### config.mk
export PLATFORM = sky130hd
export DESIGN_NAME = mem_stage_ctrl
export DESIGN_NICKNAME = d
export VERILOG_FILES = /design/src/rtl/mem_stage_ctrl.sv
export SDC_FILE = /design/constraint.sdc
export NUM_CORES = 1
export LEC_CHECK = 0
export CAP_MARGIN = 20
export CORE_MARGIN = 2
export CORE_UTILIZATION = 50
export CTS_CLUSTER_SIZE = 25
export DETAILED_ROUTE_END_ITERATION = 10
export GPL_TIMING_DRIVEN = 0
export PLACE_DENSITY = 0.8
export RECOVER_POWER = 25
export SKIP_CTS_REPAIR_TIMING = 1
export SLEW_MARGIN = 20
export SYNTH_ARGS = -nofsm -noshare
export SYNTH_HDL_FRONTEND = slang
export SYNTH_SLANG_ARGS = --single-unit
### constraint.sdc
create_clock -name clk -period 2.1 [get_ports clk]
set_input_delay 0.42 -clock clk [delete_from_list [all_inputs] [get_ports clk]]
set_output_delay 0.42 -clock clk [all_outputs]
set_load 0.005 [all_outputs]
### src/rtl/mem_stage_ctrl.sv
// mem_stage_ctrl: MEM-stage data-memory access controller for the pipelined LC-3b core.
// Sequences LDR/LDB/STR/STB/LDI/STI handshakes, stalls the pipeline until the access
// completes, and hands formatted load data to the WB register.
//
// Optional feature: define MEM_STAGE_MISALIGN_TRAP_EN to trap word accesses at odd
// addresses (no request issued, mem_err set); otherwise address bit0 is silently cleared.
//
// Ports:
//   clk, reset                      core clock, synchronous active-high reset
//   mem_valid/is_load/is_store/
//   is_byte/is_ind                  decoded MEM-register controls
//   mem_address, mem_sr_data        effective address, store source data
//   dmem_address/read/write/
//   wmask/wdata                     registered data-memory request
//   dmem_rdata, dmem_resp           read data and one-cycle completion pulse
//   stall_mem                       combinational hold for IF..MEM registers
//   wb_ldata                        formatted load result
//   mem_err                         sticky timeout / misalign flag
module mem_stage_ctrl #(
    parameter int unsigned DMEM_TIMEOUT = 255
) (
    input  logic        clk,
    input  logic        reset,
    input  logic        mem_valid,
    input  logic        mem_is_load,
    input  logic        mem_is_store,
    input  logic        mem_is_byte,
    input  logic        mem_is_ind,
    input  logic [15:0] mem_address,
    input  logic [15:0] mem_sr_data,
    output logic [15:0] dmem_address,
    output logic        dmem_read,
    output logic        dmem_write,
    output logic [1:0]  dmem_wmask,
    output logic [15:0] dmem_wdata,
    input  logic [15:0] dmem_rdata,
    input  logic        dmem_resp,
    output logic        stall_mem,
    output logic [15:0] wb_ldata,
    output logic        mem_err
);

    localparam int unsigned CNT_W = (DMEM_TIMEOUT > 1) ? $clog2(DMEM_TIMEOUT) : 1;
    localparam logic [CNT_W-1:0] WAIT_LAST = CNT_W'(DMEM_TIMEOUT - 1);

`ifdef MEM_STAGE_MISALIGN_TRAP_EN
    localparam bit TRAP_EN = 1'b1;
`else
    localparam bit TRAP_EN = 1'b0;
`endif

    typedef enum logic [1:0] {
        S_IDLE = 2'd0,
        S_IND  = 2'd1,
        S_ACC  = 2'd2,
        S_DONE = 2'd3
    } state_e;

    state_e           state_q;
    logic [15:0]      addr_q;      // access address; replaced by the pointer for indirect ops
    logic             is_load_q;
    logic             is_byte_q;
    logic [15:0]      sr_q;
    logic [CNT_W-1:0] wait_q;      // cycles the current request has waited without a response

    logic        mem_op;
    logic        req_active;
    logic        timeout_hit;
    logic        issue_now;
    logic [15:0] src_addr;
    logic        src_load;
    logic        src_byte;
    logic [15:0] src_sr;

    // Word accesses always address the even byte.
    function automatic logic [15:0] acc_addr(input logic [15:0] a, input logic byte_acc);
        return byte_acc ? a : {a[15:1], 1'b0};
    endfunction

    function automatic logic [1:0] acc_mask(input logic [15:0] a, input logic byte_acc);
        return byte_acc ? (a[0] ? 2'b10 : 2'b01) : 2'b11;
    endfunction

    function automatic logic [15:0] acc_wdata(input logic [15:0] sr, input logic byte_acc);
        return byte_acc ? {sr[7:0], sr[7:0]} : sr;
    endfunction

    // Byte loads pick the addressed lane and sign-extend it.
    function automatic logic [15:0] load_fmt(input logic [15:0] rd, input logic hi,
                                             input logic byte_acc);
        logic [7:0] b;
        b = hi ? rd[15:8] : rd[7:0];
        return byte_acc ? {{8{b[7]}}, b} : rd;
    endfunction

    function automatic logic misaligned(input logic [15:0] a, input logic byte_acc);
        return TRAP_EN && !byte_acc && a[0];
    endfunction

    // Both load and store set is treated as a load.
    assign mem_op     = mem_valid & (mem_is_load | mem_is_store);
    assign req_active = dmem_read | dmem_write;
    assign stall_mem  = ((state_q == S_IDLE) && mem_op) || (state_q == S_IND) || (state_q == S_ACC);

    assign timeout_hit = (DMEM_TIMEOUT != 0) && req_active && !dmem_resp && (wait_q == WAIT_LAST);

    // Request source: live MEM-register inputs in IDLE, latched copy afterwards.
    assign src_addr = (state_q == S_IDLE) ? mem_address  : addr_q;
    assign src_load = (state_q == S_IDLE) ? mem_is_load  : is_load_q;
    assign src_byte = (state_q == S_IDLE) ? mem_is_byte  : is_byte_q;
    assign src_sr   = (state_q == S_IDLE) ? mem_sr_data  : sr_q;

    // Final access is issued straight from IDLE, or in the gap cycle after a pointer fetch.
    assign issue_now = ((state_q == S_IDLE) && mem_op && !mem_is_ind
                        && !misaligned(mem_address, mem_is_byte))
                     || ((state_q == S_ACC) && !req_active);

    // Access sequencer with registered request, load-data and error outputs.
    always_ff @(posedge clk) begin
        if (reset) begin
            state_q      <= S_IDLE;
            addr_q       <= '0;
            is_load_q    <= 1'b0;
            is_byte_q    <= 1'b0;
            sr_q         <= '0;
            wait_q       <= '0;
            dmem_address <= '0;
            dmem_read    <= 1'b0;
            dmem_write   <= 1'b0;
            dmem_wmask   <= 2'b00;
            dmem_wdata   <= '0;
            wb_ldata     <= '0;
            mem_err      <= 1'b0;
        end else begin
            case (state_q)
                S_IDLE: begin
                    if (mem_op) begin
                        addr_q    <= mem_address;
                        is_load_q <= mem_is_load;
                        is_byte_q <= mem_is_byte;
                        sr_q      <= mem_sr_data;
                        wait_q    <= '0;
                        if (mem_is_ind) begin
                            state_q      <= S_IND;
                            dmem_read    <= 1'b1;
                            dmem_address <= {mem_address[15:1], 1'b0};
                            dmem_wmask   <= 2'b11;
                        end else if (misaligned(mem_address, mem_is_byte)) begin
                            state_q <= S_DONE;
                            mem_err <= 1'b1;
                        end else begin
                            state_q <= S_ACC;
                        end
                    end
                end
                S_IND: begin
                    if (dmem_resp) begin
                        dmem_read <= 1'b0;
                        addr_q    <= dmem_rdata;
                        wait_q    <= '0;
                        if (misaligned(dmem_rdata, is_byte_q)) begin
                            state_q <= S_DONE;
                            mem_err <= 1'b1;
                        end else begin
                            state_q <= S_ACC;
                        end
                    end else if (timeout_hit) begin
                        dmem_read <= 1'b0;
                        mem_err   <= 1'b1;
                        state_q   <= S_DONE;
                    end else begin
                        wait_q <= wait_q + CNT_W'(1);
                    end
                end
                S_ACC: begin
                    // A response during the post-pointer gap cycle has no request to match.
                    if (req_active) begin
                        if (dmem_resp) begin
                            dmem_read  <= 1'b0;
                            dmem_write <= 1'b0;
                            state_q    <= S_DONE;
                            if (is_load_q) begin
                                wb_ldata <= load_fmt(dmem_rdata, addr_q[0], is_byte_q);
                            end
                        end else if (timeout_hit) begin
                            dmem_read  <= 1'b0;
                            dmem_write <= 1'b0;
                            mem_err    <= 1'b1;
                            state_q    <= S_DONE;
                        end else begin
                            wait_q <= wait_q + CNT_W'(1);
                        end
                    end
                end
                S_DONE: begin
                    state_q <= S_IDLE;
                end
                default: begin
                    state_q <= S_IDLE;
                end
            endcase

            if (issue_now) begin
                dmem_read    <= src_load;
                dmem_write   <= !src_load;
                dmem_address <= acc_addr(src_addr, src_byte);
                dmem_wmask   <= acc_mask(src_addr, src_byte);
                dmem_wdata   <= acc_wdata(src_sr, src_byte);
                wait_q       <= '0;
            end
        end
    end

endmodule
==> summary.md, run 1 <==
| Metric | Value |
|---|---|
| Status | finished, violations left |
| Violated checks | setup timing |
| Crit path required time | 1.68 ns |
| Tcrit/Tclk final | 1.113 |
| Yosys warnings | 0 |
| Post-Place Cells | 740 |
| Number of global-route vias before repair | 4330 |
| Commonest cells post-synth | dfxtp_1, nor2_1, nand2_1, mux2i_1 |
| Finished Layout Cells | 768 |
| Pleak | 0.002415 µW |
| Maxcap violations | 0 |
| Buffers and inverters on the worst path | 5 |
| DRC | 0 |
| DRT iter0 DRCs | 256 |
| Starting density of the core | 0.5092 |
| H-Tree Depth | 3 |
| Die Ht | 100.5 µm |
| Netlist area before placement | 4661 µm² |
| Worst-Margin Slew | 0.7323 ns |
| Clock root cell | clkbuf_8 |
| Met1 WL | 5954 µm |
| Total core area | 9153 µm² |
| Global-route wire length before repair | 21200 µm |
| Setup Skew | 0.01201 ns |
| Final setup viols | 6 |
| Via density per instance | 5.760 |
| Async SR Flop Fraction | 0 |
| Startpoint type of the worst setup path | register |
| Post-Syn Nets | 585 |
| Setup total negative slack | -0.3078 ns |
| Ant diodes | 0 |
| Initial antenna violation count | 0 |
| Final Worst Setup Slack | -0.2372 ns |
| I/O pin cnt | 110 |
| Seq pwr share | 0.346 |
| CP max stage delay | 0.38 ns |
| Final wirelength | 13670 µm |
| Num Clock Sinks | 97 |
| Worst-Skew Late Latency | 0.37 ns |
| Grt ovf | 0 |
| TritonCTS buffer count | 9 |
| Total GRT Usage | 0.2657 |
| Gpl congestion | 0.8794 |
| NetSw | 3061 µW |
| Routed wl met3 | 872 µm |
| Top routing layer in use | met4 |
| Layout Nets | 715 |
| Pint | 4560 µW |
| DR WL met2 | 6486 µm |
| DRT antenna net count | 0 |
| Setup WS pre-CTS | -0.4700 ns |
| Primary FF master, synth | dfxtp_1 |
| Top-count cell post-synth | dfxtp_1 |
| Synthesized flop and latch total | 97 |
| Clock slew at reported path FFs | 0.10 ns |
| Worst-path fanout max | 6 |
| Die area | 10110 µm² |
| # fillers | 702 |
| Max frequency | 0.4279 GHz |
| Buffers on Ports | 107 |
| Power density over cell area | 1216 nW/µm² |
| CP Data Arrival Time | 1.92 ns |
| Worst slew margin | 0.5118 |
| Largest net degree at the start of global routing | 18 |
| CP Capture Type | output port |
| Syn avg cell area | 8.929 µm² |
| Ranking of synthesized cells by area | dfxtp_1, mux2i_1, nor2_1 |
| Die W | 100.5 µm |
| CTS tree | built |
| Seq/Total Area, Yosys | 0.4166 |
| Worst Hold Class | register to register |
| Area grow syn2layout | 34.44% |
| Rows | 35 |
| Synth area leader | dfxtp_1 |
| Min Tclk post-route | 2.337 ns |
| Synth top area share | 0.4166 |
| EDFF count, synth | 0 |
| Fin. max-slew vios | 0 |
| Gate Count Post-Synth | 522 |
| RSZ-0062 raised after global routing | yes |
| Post-synthesis cell type count | 53 |
| Maximum vdd drop | 598.5 µV |
| WL/cell | 17.79 µm |
| Critical path cell sequence | inv_4 > ha_4 > buf_8 > buf_8 > o211a_1 > buf_6 > or3_4 > buf_6 |
| Fraction of layout cells with a size suffix above 1 | 0.1476 |
| Detailed placement HPWL | 9820 µm |
| Final Hold Violating Endpoints | 0 |
| Sw Ratio | 0.4017 |
| Clock buffer depth | 2 |
| Via count | 4424 |
| Clk pwr share | 0.152 |
| Crit path max-delay family | buffers and inverters |
| DRT Pass-1 Iters | 5 |
| Critical Setup Path Class | register to output port |
| Worst path slowest cell | dfxtp_4 |
| Logic gate share of total power | 0.502 |
-- placed cells by master (no fill, tap or decap), types with 2 or more instances in the layout --
master,Yosys,final
a211oi_1,32,32
a211oi_2,12,12
a21oi_1,32,31
a311oi_1,9,9
a32oi_1,2,2
and2_1,2,2
buf_2,14,6
buf_4,2,14
buf_6,4,8
buf_8,0,2
clkbuf_1,16,16
clkbuf_2,0,2
clkbuf_4,0,3
clkbuf_8,0,9
clkdlybuf4s50_1,0,74
dfxtp_1,97,95
dfxtp_4,0,2
dlygate4sd3_1,0,32
ha_1,7,5
inv_4,0,2
inv_6,0,3
mux2_2,12,12
mux2i_1,44,42
mux2i_2,0,2
nand2_1,64,64
nand2b_1,10,10
nand3_1,11,11
nand4_1,4,4
nor2_1,78,76
nor2_2,1,2
nor2b_1,2,2
nor3_1,6,5
nor4_1,5,5
o211a_1,3,2
o211ai_1,10,10
o21ai_0,5,5
o31ai_1,4,4
or4_1,2,2
xor2_1,4,4
-- layout make-up --
class | instances | area, µm² | share of cell area
plain buffers | 39 | 266.5 | 0.04253
inverters | 3 | 16.27 | 0.002596
clock buffers | 10 | 127.6 | 0.02037
clock inverters | 6 | 50.05 | 0.007987
multi-input cells | 383 | 2555 | 0.4077
well taps | 111 | 138.9 | 0.02216
flip-flops and latches | 97 | 1949 | 0.3111
repair buffers | 119 | 1162 | 0.1855
-- power by group through the flow --
stage	clock [µW]	combinational [µW]	sequential [µW]
after floorplan	0	2170	2620
after global placement	0	3330	2630
after detailed placement	0	3420	2650
after CTS	1160	3430	2620
after global routing	1240	4150	2690
final	1160	3830	2640
-- per-layer routing --
layer,up-vias,track usage
met5,-,0
met4,0,0.1222
met2,216,0.4362
li1,2127,-
met3,30,0.03883
met1,2051,0.3459
-- sequential cells by signal, indices dropped and copies added (netlist names) --
name	cells
addr_q	16
dmem_address	16
dmem_wdata	16
sr_q	16
wb_ldata	16
wait_q	8
dmem_wmask	2
state_q	2
dmem_read	1
dmem_write	1
is_byte_q	1
is_load_q	1
mem_err	1
-- worst paths after layout --
kind | from | endpoint | slack, ns | cells past startpoint
max | state_q[0] | stall_mem | -0.24 | 8
min | dmem_wdata[12] | dmem_wdata[12] | 0.46 | 2
min reg2reg | dmem_wdata[12] | dmem_wdata[12] | 0.46 | 2
max reg2reg | state_q[0] | dmem_wdata[8] | -0.03 | 10
-- cells by family (layout without fill, tap and decap cells) --
| kind of cell | after synthesis | in the layout | share of synthesized area |
|---|---|---|---|
| compound gates | 118 | 118 | 0.1901 |
| simple gates | 197 | 197 | 0.1925 |
| flops | 97 | 97 | 0.4166 |
| mux | 56 | 56 | 0.1235 |
| xor+xnor | 5 | 5 | 0.009396 |
| buf+inv | 42 | 177 | 0.04913 |
| fa+ha+maj | 7 | 7 | 0.01879 |
-- worst reg2reg max path: stages, from the launching register on --
cell	delay, ns
dfxtp_4	0.37
inv_4	0.06
buf_4	0.11
ha_2	0.25
or3b_1	0.38
buf_6	0.17
o21ai_2	0.09
buf_6	0.17
buf_6	0.16
o211ai_1	0.14
a21oi_1	0.17
-- stage by stage --
| step | total power, µW | util | hold WS [ns] | instance area, µm² |
|---|---|---|---|---|
| 4_1_cts | 7208 | 0.6608 | 0.4613 | 6048 |
| 3_5_place_dp | 6075 | 0.6414 | 0.4449 | 5871 |
| 5_1_grt | 8075 | 0.6846 | 0.4828 | 6266 |
| 2_1_floorplan | 4789 | - | 0.4338 | 4661 |
| 3_3_place_gp | 5964 | 0.6414 | 0.4391 | 5871 |
| 6_report | 7621 | 0.6846 | 0.4571 | 6266 |
No activity file was read; power rests on OpenSTA's default activity.
==> run 2, diff against run 1 <==
SKIP_LAST_GASP = 1   (was default)
SLEW_MARGIN = default   (was 20)
==> run 2 against run 1 <==
The run still ends with setup timing left; critical path type unchanged; fmax hardly changed; clock power about the same; routed wire length fell by 0.49%; worst hold slack about the same; die area stayed put; first-iteration DRC count grew 5.1%; sequential cell count unchanged; utilization decreased by 0.082 points; clock skew is 0.0013 ns lower; via count decreased by 0.23%.
==> summary.md, run 2 (synthesis gave the netlist of run 1 again) <==
| Metric | Value |
|---|---|
| Status | finished, violations left |
| Violated checks | setup timing |
| Pleak | 0.002401 µW |
| Worst slew margin | 0.5150 |
| Largest net degree at the start of global routing | 18 |
| Critical Setup Path Class | register to output port |
| Commonest non-fill, non-tap cell in the layout | dfxtp_1 |
| Reg2Reg Setup Slack | -0.01 ns |
| Fin. max-slew vios | 0 |
| Worst r2r dst | dmem_wdata[8] |
| Global-route wire length before repair | 21200 µm |
| Critical path origin | state_q[1] |
| Crit path required time | 1.68 ns |
| Tcrit/Tclk final | 1.113 |
| Initial antenna violation count | 0 |
| Worst Hold Class | register to register |
| RSZ-0062 raised after global routing | yes |
| CP endpoint | stall_mem |
| Most frequent cells in the layout | dfxtp_1, nor2_1, clkdlybuf4s50_1 |
| Worst path slowest cell | dfxtp_4 |
| Clock root cell | clkbuf_8 |
| Finished Layout Cells | 768 |
| Via count | 4414 |
| Ant diodes | 0 |
| Maxcap violations | 0 |
| DRC | 0 |
| Fraction of layout cells with a size suffix above 1 | 0.1476 |
| TritonCTS buffer count | 9 |
| Die Ht | 100.5 µm |
| Final hold slack | 0.4572 ns |
| DRT iter0 DRCs | 269 |
| CP Data Arrival Time | 1.92 ns |
| Worst-Margin Slew | 0.7275 ns |
| Buffers on Ports | 107 |
| Setup Skew | 0.01070 ns |
| Power density over cell area | 1215 nW/µm² |
| H-Tree Depth | 3 |
| Rows | 35 |
| DRT Pass-1 Iters | 5 |
| Starting density of the core | 0.5092 |
| Total GRT Usage | 0.2657 |
| Startpoint type of the worst setup path | register |
| Total core area | 9153 µm² |
| Grt ovf | 0 |
| Maximum vdd drop | 594.7 µV |
| Critical path cell sequence | inv_4 > ha_4 > buf_8 > buf_8 > o211a_1 > buf_6 > or3_4 > buf_6 |
| Die area | 10110 µm² |
| Final Worst Setup Slack | -0.2375 ns |
| Max frequency | 0.4278 GHz |
| Min Tclk post-route | 2.338 ns |
| Seq pwr share | 0.347 |
| Detailed placement HPWL | 9820 µm |
| Worst-Skew Late Latency | 0.37 ns |
| Logic gate share of total power | 0.502 |
| Pint | 4559 µW |
| Gpl congestion | 0.8794 |
| Num Clock Sinks | 97 |
| CTS tree | built |
| Clock buffer depth | 2 |
| Post-Place Cells | 740 |
| CP max stage delay | 0.38 ns |
| I/O pin cnt | 110 |
| Clock slew at reported path FFs | 0.10 ns |
| Via density per instance | 5.747 |
| CP Capture Type | output port |
| Die W | 100.5 µm |
| NetSw | 3044 µW |
| Worst-path fanout max | 6 |
| R2R depth | 10 |
| Final setup viols | 4 |
| Reg-to-Reg Start | state_q[0] |
| Area grow syn2layout | 34.28% |
| Layout Nets | 715 |
| Number of global-route vias before repair | 4330 |
| Power, Total | 7603 µW |
| WL/cell | 17.71 µm |
| DRT antenna net count | 0 |
| Final Hold Violating Endpoints | 0 |
| Sw Ratio | 0.4004 |
| Final wirelength | 13600 µm |
| Clk pwr share | 0.151 |
## run 2: changes by cell type in the layout (fill, tap and decap cells not counted)
cell     delta
o211a_4     -1
o211a_2     +1
## run 2: through the flow
stage               setup WS [ns]    util  cell area (µm²)  TNS, ns
finish                    -0.2375  0.6838             6259  -0.2657
global route              -0.2898  0.6838             6259   -1.624
detailed placement        -0.4700  0.6414             5871   -14.33
global placement          -0.4693  0.6414             5871   -13.15
CTS                       -0.8945  0.6608             6048  -0.9243
floorplan                  0.1540       -             4661        0
## run 2: cell type report
class                           count  area [µm²]
Fill cell                         702        2894
Clock inverter                      6       50.05
Inverter                            3       16.27
Clock buffer                       10       127.6
Multi-Input combinational cell    383        2547
Buffer                             39       266.5
Timing Repair Buffer              119        1162
Tap cell                          111       138.9
Sequential cell                    97        1949
## run 2: power by group through the flow
stage                     sequential (µW)  combinational, µW  clock (µW)
after floorplan                      2620               2170           0
after global placement               2630               3330           0
after detailed placement             2650               3420           0
after CTS                            2620               3430        1160
after global routing                 2680               4150        1240
final                                2640               3820        1150
## run 2: worst min path at each step
stage,cells after the start,startpoint,to
global route,2,dmem_wdata[10],dmem_wdata[10]
global placement,2,sr_q[10],sr_q[10]
finish,2,dmem_wdata[14],dmem_wdata[14]
CTS,2,sr_q[15],sr_q[15]
floorplan,2,sr_q[10],sr_q[10]
detailed placement,2,dmem_wdata[8],dmem_wdata[8]
## run 2: critical path, delay by kind of cell (launching register included)
kind | cells | cell delay (ns)
AOI/OAI and AO/OA | 1 | 0.11
adders and majority gates | 1 | 0.15
buffers and inverters | 5 | 0.53
DFF | 1 | 0.38
and+or+nand+nor | 1 | 0.37
## run 2: per-layer routing
layer	global-route usage	share of wire
met1	0.3459	0.44
met5	0	0
met4	0.1222	0.026
met2	0.4362	0.48
met3	0.03883	0.058
